--- config.mk ---
export PLATFORM = sky130hd
export DESIGN_NAME = conv_loader
export DESIGN_NICKNAME = d
export VERILOG_FILES = /design/src/rtl/conv_loader_pkg.sv /design/src/rtl/conv_loader_cnt.sv /design/src/rtl/conv_loader.sv
export SDC_FILE = /design/constraint.sdc
export NUM_CORES = 1
export LEC_CHECK = 0
export BUFFER_PORTS_ARGS = -buffer_cell sky130_fd_sc_hd__buf_2
export CORE_MARGIN = 4
export CORE_UTILIZATION = 47
export DETAILED_ROUTE_END_ITERATION = 16
export PLACE_DENSITY = 0.9
export SYNTH_ARGS = -nofsm -noshare
export SYNTH_HDL_FRONTEND = slang
export SYNTH_SLANG_ARGS = --single-unit
export TNS_END_PERCENT = 1
--- constraint.sdc ---
create_clock -name clk -period 1.7 [get_ports clk]
set_input_delay 0.255 -clock clk [delete_from_list [all_inputs] [get_ports clk]]
set_output_delay 0.255 -clock clk [all_outputs]
set_load 0.01 [all_outputs]
--- src/rtl/conv_loader_pkg.sv ---
// Shared state encoding and size helpers for the convolution loader.
package conv_loader_pkg;

    typedef enum logic [1:0] {
        IDLE   = 2'd0,
        LOAD_W = 2'd1,
        STREAM = 2'd2,
        DONE   = 2'd3
    } state_t;

    function automatic int calc_nk(input int k0, input int k1, input int ic, input int oc);
        return k0 * k1 * ic * oc;
    endfunction

    // Kernel weights, one bias per output channel, then MACC coefficient and layer scale.
    function automatic int calc_nw(input int nk, input int oc);
        return nk + oc + 2;
    endfunction

    function automatic int calc_ppf(input int w, input int h);
        return w * h;
    endfunction

endpackage

--- src/rtl/conv_loader_cnt.sv ---
// Wrap counter: counts 0..MAX on en, returns to 0 after MAX, clr has priority.
module conv_loader_cnt #(
    parameter int WIDTH = 8,
    parameter int MAX   = 255
) (
    input  logic             clk,
    input  logic             rst_n,
    input  logic             clr,
    input  logic             en,
    output logic [WIDTH-1:0] count,
    output logic             tc
);

    localparam logic [WIDTH-1:0] MAX_V = WIDTH'(MAX);

    assign tc = (count == MAX_V);

    always_ff @(posedge clk or negedge rst_n) begin
        if (!rst_n) begin
            count <= '0;
        end else if (clr) begin
            count <= '0;
        end else if (en) begin
            count <= tc ? '0 : count + WIDTH'(1);
        end
    end

endmodule

--- src/rtl/conv_loader.sv ---
// Loads weights into the conv weight memory, then streams pixel frames into the conv FIFO.
module conv_loader
    import conv_loader_pkg::*;
#(
    parameter int IN_WIDTH              = 4,
    parameter int IN_HEIGHT             = 4,
    parameter int IN_CHANNEL            = 2,
    parameter int OUT_CHANNEL           = 2,
    parameter int KERNEL_0              = 3,
    parameter int KERNEL_1              = 3,
    parameter int KERNEL_BASE_ADDR      = 0,
    parameter int BIAS_BASE_ADDR        = KERNEL_BASE_ADDR + calc_nk(KERNEL_0, KERNEL_1, IN_CHANNEL, OUT_CHANNEL),
    parameter int MACC_COEFF_BASE_ADDR  = BIAS_BASE_ADDR + OUT_CHANNEL,
    parameter int LAYER_SCALE_BASE_ADDR = MACC_COEFF_BASE_ADDR + 1,
    parameter int FRAMES                = 1
) (
    input  logic                    clk,
    input  logic                    rst_n,
    input  logic                    start,
    input  logic                    abort,
    input  logic [31:0]             w_data,
    input  logic                    w_valid,
    output logic                    w_ready,
    input  logic [8*IN_CHANNEL-1:0] px_data,
    input  logic                    px_valid,
    output logic                    px_ready,
    input  logic                    fifo_rd_en,
    input  logic                    fifo_almost_full,
    output logic [31:0]             weight_wr_data,
    output logic [31:0]             weight_wr_addr,
    output logic                    weight_wr_en,
    output logic [8*IN_CHANNEL-1:0] i_data,
    output logic                    i_valid,
    output logic                    busy,
    output logic                    done,
    output logic                    frame_done
);

    localparam int NK        = calc_nk(KERNEL_0, KERNEL_1, IN_CHANNEL, OUT_CHANNEL);
    localparam int NW        = calc_nw(NK, OUT_CHANNEL);
    localparam int PPF       = calc_ppf(IN_WIDTH, IN_HEIGHT);
    localparam int WCW       = $clog2(NW + 1);
    localparam int PCW       = $clog2(PPF + 1);
    localparam int FCW       = (FRAMES == 0) ? 16 : $clog2(FRAMES + 1);
    localparam int FRAME_MAX = (FRAMES == 0) ? 65535 : FRAMES - 1;

    state_t             state, state_nxt;
    logic               w_accept, px_accept, run_start, cnt_clr;
    logic [WCW-1:0]     word_cnt;
    logic [PCW-1:0]     pix_cnt;
    logic [FCW-1:0]     frm_cnt;
    logic               word_tc, pix_tc, frm_tc;
    logic               cnt_unused;

    logic                    wr_vld_p1;
    logic [31:0]             wr_data_p1;
    logic [31:0]             wr_addr_p1;
    logic                    px_vld_p1;
    logic [8*IN_CHANNEL-1:0] px_data_p1;
    logic                    frame_last_p1;

    // Word index to weight-memory address; the four regions may sit anywhere.
    function automatic logic [31:0] word_addr(input logic [WCW-1:0] n);
        int idx = int'(n);
        if (idx < NK)                     return 32'(KERNEL_BASE_ADDR + idx);
        else if (idx < NK + OUT_CHANNEL)  return 32'(BIAS_BASE_ADDR + idx - NK);
        else if (idx == NK + OUT_CHANNEL) return 32'(MACC_COEFF_BASE_ADDR);
        return 32'(LAYER_SCALE_BASE_ADDR);
    endfunction

    assign run_start  = start && (state == IDLE || state == DONE);
    assign cnt_clr    = abort || run_start;
    assign w_accept   = w_valid && w_ready;
    assign px_accept  = px_valid && px_ready;
    assign cnt_unused = ^{pix_cnt, frm_cnt};

    conv_loader_cnt #(.WIDTH(WCW), .MAX(NW - 1)) u_word_cnt (
        .clk(clk), .rst_n(rst_n), .clr(cnt_clr), .en(w_accept),
        .count(word_cnt), .tc(word_tc)
    );

    conv_loader_cnt #(.WIDTH(PCW), .MAX(PPF - 1)) u_pix_cnt (
        .clk(clk), .rst_n(rst_n), .clr(cnt_clr), .en(px_accept),
        .count(pix_cnt), .tc(pix_tc)
    );

    conv_loader_cnt #(.WIDTH(FCW), .MAX(FRAME_MAX)) u_frm_cnt (
        .clk(clk), .rst_n(rst_n), .clr(cnt_clr), .en(px_accept && pix_tc),
        .count(frm_cnt), .tc(frm_tc)
    );

    always_ff @(posedge clk or negedge rst_n) begin
        if (!rst_n) state <= IDLE;
        else        state <= state_nxt;
    end

    // Ready is withheld during abort so no handshake completes in that cycle.
    always_comb begin
        state_nxt = state;
        w_ready   = 1'b0;
        px_ready  = 1'b0;
        busy      = 1'b0;
        done      = 1'b0;
        unique case (state)
            IDLE: begin
                if (start) state_nxt = LOAD_W;
            end
            LOAD_W: begin
                busy    = 1'b1;
                w_ready = !abort;
                if (w_valid && w_ready && word_tc) state_nxt = STREAM;
            end
            STREAM: begin
                busy     = 1'b1;
                px_ready = fifo_rd_en && !fifo_almost_full && !abort;
                if (px_valid && px_ready && pix_tc && (FRAMES != 0) && frm_tc)
                    state_nxt = DONE;
            end
            DONE: begin
                done = 1'b1;
                if (start) state_nxt = LOAD_W;
            end
            default: state_nxt = IDLE;
        endcase
        if (abort) state_nxt = IDLE;
    end

    // p1: accepted word / pixel registered toward the conv block
    always_ff @(posedge clk or negedge rst_n) begin
        if (!rst_n) begin
            wr_vld_p1     <= 1'b0;
            wr_data_p1    <= '0;
            wr_addr_p1    <= '0;
            px_vld_p1     <= 1'b0;
            px_data_p1    <= '0;
            frame_last_p1 <= 1'b0;
        end else begin
            wr_vld_p1     <= w_accept;
            px_vld_p1     <= px_accept;
            frame_last_p1 <= px_accept && pix_tc;
            if (w_accept) begin
                wr_data_p1 <= w_data;
                wr_addr_p1 <= word_addr(word_cnt);
            end
            if (px_accept) px_data_p1 <= px_data;
        end
    end

    assign weight_wr_en   = wr_vld_p1;
    assign weight_wr_data = wr_data_p1;
    assign weight_wr_addr = wr_addr_p1;
    assign i_valid        = px_vld_p1;
    assign i_data         = px_data_p1;
    assign frame_done     = frame_last_p1;

endmodule

==> flow_metrics.tcl <==
set metrics [dict create \
    hold_class "input port to flop" \
    synth-seq-cells 70 \
    cts.sinks 70 \
    numPortBuffers 116 \
    p_total_uw 5840 \
    final.fill_count 546 \
    cts_buffers 9 \
    drc 0 \
    synth-edff-count 0 \
    wl_microns 6950 \
    path_max_fanout 5 \
    finalCritPeriodShare_pct 95.4 \
    grt_pass1_vias 2564 \
    layout.nets 527 \
    setup_viol 0 \
    start_util_pct 49.1 \
    cp_slowest_cell "dfrtp_1" \
    grt_overflow 0 \
    path_delay_family "flip-flops" \
    worst-path-buf-inv 3 \
    syn_to_final_growth_pct 25.4 \
    synth.top_cell.area_share_pct 55.6 \
    final_util_pct 61.5 \
    yosysTopAreaCell "dfrtp_1" \
    holdPathEnd "weight_wr_data[26]" \
    syn_area_per_cell_sq_um 9.17 \
    path_class "flop to output pin" \
    holdPathStages 3 \
    rrSetupSlack_ns 0.11 \
    die_area_sq_mm 0.00808 \
    rr_endpoint "u_word_cnt.count[3]" \
    layoutNonFillerInstCount 546 \
    critPathMaxStageDelay_ns 0.43 \
    grt_pass1_wl_microns 11700 \
    end_kind "output pin" \
    fin_tns_setup_ns 0 \
    hold_start "w_data[26]" \
    io-pin-count 143 \
    hold_viol 0 \
    clock_skew_ns 0.00572 \
    vias_per_cell 4.76 \
    layout-drive-gt1-share_pct 32.2 \
    htreeDepth 3 \
    clk_path_buf_depth 2 \
    first_pass_iters 4 \
    synthTopCellsByArea "dfrtp_1 56%, nand2_1 19%, buf_4 6.4%, ha_1 2.4%, nand3b_1 1.2%" \
    cp-start-kind "flop" \
    grt_use_total_pct 17.4 \
    fp.dieH_microns 89.9 \
    placedCellCount 528 \
    antenna_cells 0 \
    synth_area_sq_mm 0.00315 \
    cts_root_buf "clkbuf_8" \
    hpwlAfterDp_microns 5170 \
    max_cap_violations 0 \
    crit_top_cell "inv_1" \
    required_ns 1.44 \
    status "finished clean" \
    yosys_warnings 0 \
    powerDensity_mw_per_mm2 1480 \
    synth_cells 344 \
    cts_tree "yes" \
    crit_chain "inv_1 > ha_2 > nand2b_4 > inv_1 > buf_2" \
    rr_worst_depth 7 \
    r2r_start "state[1]" \
    ant_nets 0 \
    synthFlopType "dfrtp_1" \
    antenna_found_initial 0 \
    core_area_sq_mm 0.00642 \
    row_count 29 \
    place.gp.congestion 0.783 \
    die_w_microns 89.9 \
    grt_start_max_net_pins 71 \
    clkTransAtPathRegs_ns 0.07 \
    worstPathArrival_ns 1.37 \
    p_leak_uw 0.00230 \
    drtIter0Drc 124 \
    ir_drop_v 0.000814 \
    vias 2601 \
    finalMaxSlewViolations 0 \
    ys_types 41 \
    async_flop_share_pct 100 \
    max_freq_mhz 616 \
    clock_latency_ns 0.32 \
    fin_crit_ns 1.62 \
    wl_per_cell_microns 12.7 \
    yosysSeqAreaShare_pct 55.6 \
    rsz0062_at_grt "no" \
]
==> worst reg2reg max path: cells and delay by family, from the launching register on <==
| kind | cells | cell delay, ns |
|---|---|---|
| flip-flops | 1 | 0.43 |
| adder cells (fa/ha/maj) | 1 | 0.24 |
| AND/OR/NAND/NOR | 2 | 0.27 |
| AO/OA/AOI/OAI | 2 | 0.28 |
| buffers and inverters | 2 | 0.28 |
==> cell usage after synthesis, drive strengths merged (2+ instances only) <==
cell / instances
a211oi: 2
a21oi: 6
a41oi: 2
and2: 2
buf: 37
clkbuf: 4
dfrtp: 70
ha: 6
inv: 6
nand2: 161
nand2b: 2
nand3: 3
nand3b: 6
nand4: 3
nor2: 10
nor3: 3
o22a: 4
xor2: 3
==> placed cells by master, fill, tap and decap left out, types with 2 or more instances in the layout <==
cell      count
xor2_1        3
ha_1          4
nor2_1        9
a21oi_1       6
buf_4         8
dfrtp_1      70
nand2_1     160
inv_2         3
buf_2       115
clkinv_2      2
and2_1        2
o22a_1        4
inv_1         3
nand3b_1      5
a41oi_1       2
nand4_1       3
conb_1       26
nand3_1       3
clkbuf_8     10
nor3_1        2
==> per-stage QoR <==
stage,area (sq um),setup slack [ns],hold slack [ns]
2_1_floorplan,3250,0.219,-0.0406
3_3_place_gp,3710,0.188,0.301
3_5_place_dp,3710,0.117,0.303
4_1_cts,3920,0.00837,0.102
5_1_grt,3950,0.00339,0.106
6_report,3950,0.0779,0.116
==> metal layers <==
metal / vias up / routed length (microns) / track usage (%)
met3: 4 / 529 / 4.84
met5: - / 0 / 0
met4: 0 / 68 / 6.38
met1: 1213 / 2900 / 20.4
li1: 1280 / - / -
met2: 104 / 3460 / 30.3
==> report_power, final <==
group	switching, uW	internal, uW
sequential	320	2250
combinational	1130	859
clock	570	706
total	2020	3810
==> sequential cells by signal, indices dropped and copies added, names as in the netlist <==
name and cells:
weight_wr_data 32, i_data 16, u_word_cnt.count 6, weight_wr_addr 6, u_pix_cnt.count 5, state 2, frame_done 1, i_valid 1
weight_wr_en 1
==> worst max path at each step <==
stage | startpoint | endpoint | slack (ns) | cells past startpoint
6_report | state[1] | w_ready | 0.08 | 5
3_5_place_dp | state[0] | u_pix_cnt.count[1] | 0.12 | 8
3_3_place_gp | state[0] | u_pix_cnt.count[1] | 0.19 | 8
2_1_floorplan | state[0] | u_pix_cnt.count[3] | 0.22 | 7
5_1_grt | state[1] | w_ready | 0.003 | 5
4_1_cts | state[0] | px_ready | 0.008 | 4
==> final cells by class <==
type	count	area, sq um	share of cell area (%)
flip-flops and latches	70	1750	44.3
inverters	6	22.5	0.570
clock buffers	11	141	3.58
well taps	77	96.3	2.44
multi-input cells	252	1220	30.8
repair buffers	126	677	17.1
clock inverters	4	47.5	1.20
==> what timing repair did <==
action	4_1_cts	5_1_grt
gates resized for setup	0	6
endpoints found under the setup margin	1	2
endpoints found under the hold margin	70	0
setup buffers	2	0
hold buffers	1	0
pin swaps	0	1
==> kinds of logic after synthesis <==
group | after synthesis | share of synthesized area (%)
compound gates | 22 | 5.28
xor+xnor | 3 | 0.833
fa+ha+maj | 6 | 2.38
buf+inv | 47 | 9.56
flops | 70 | 55.6
other cells | 1 | 0.119
simple gates | 195 | 26.3
No activity file was read; power rests on OpenSTA's default activity.
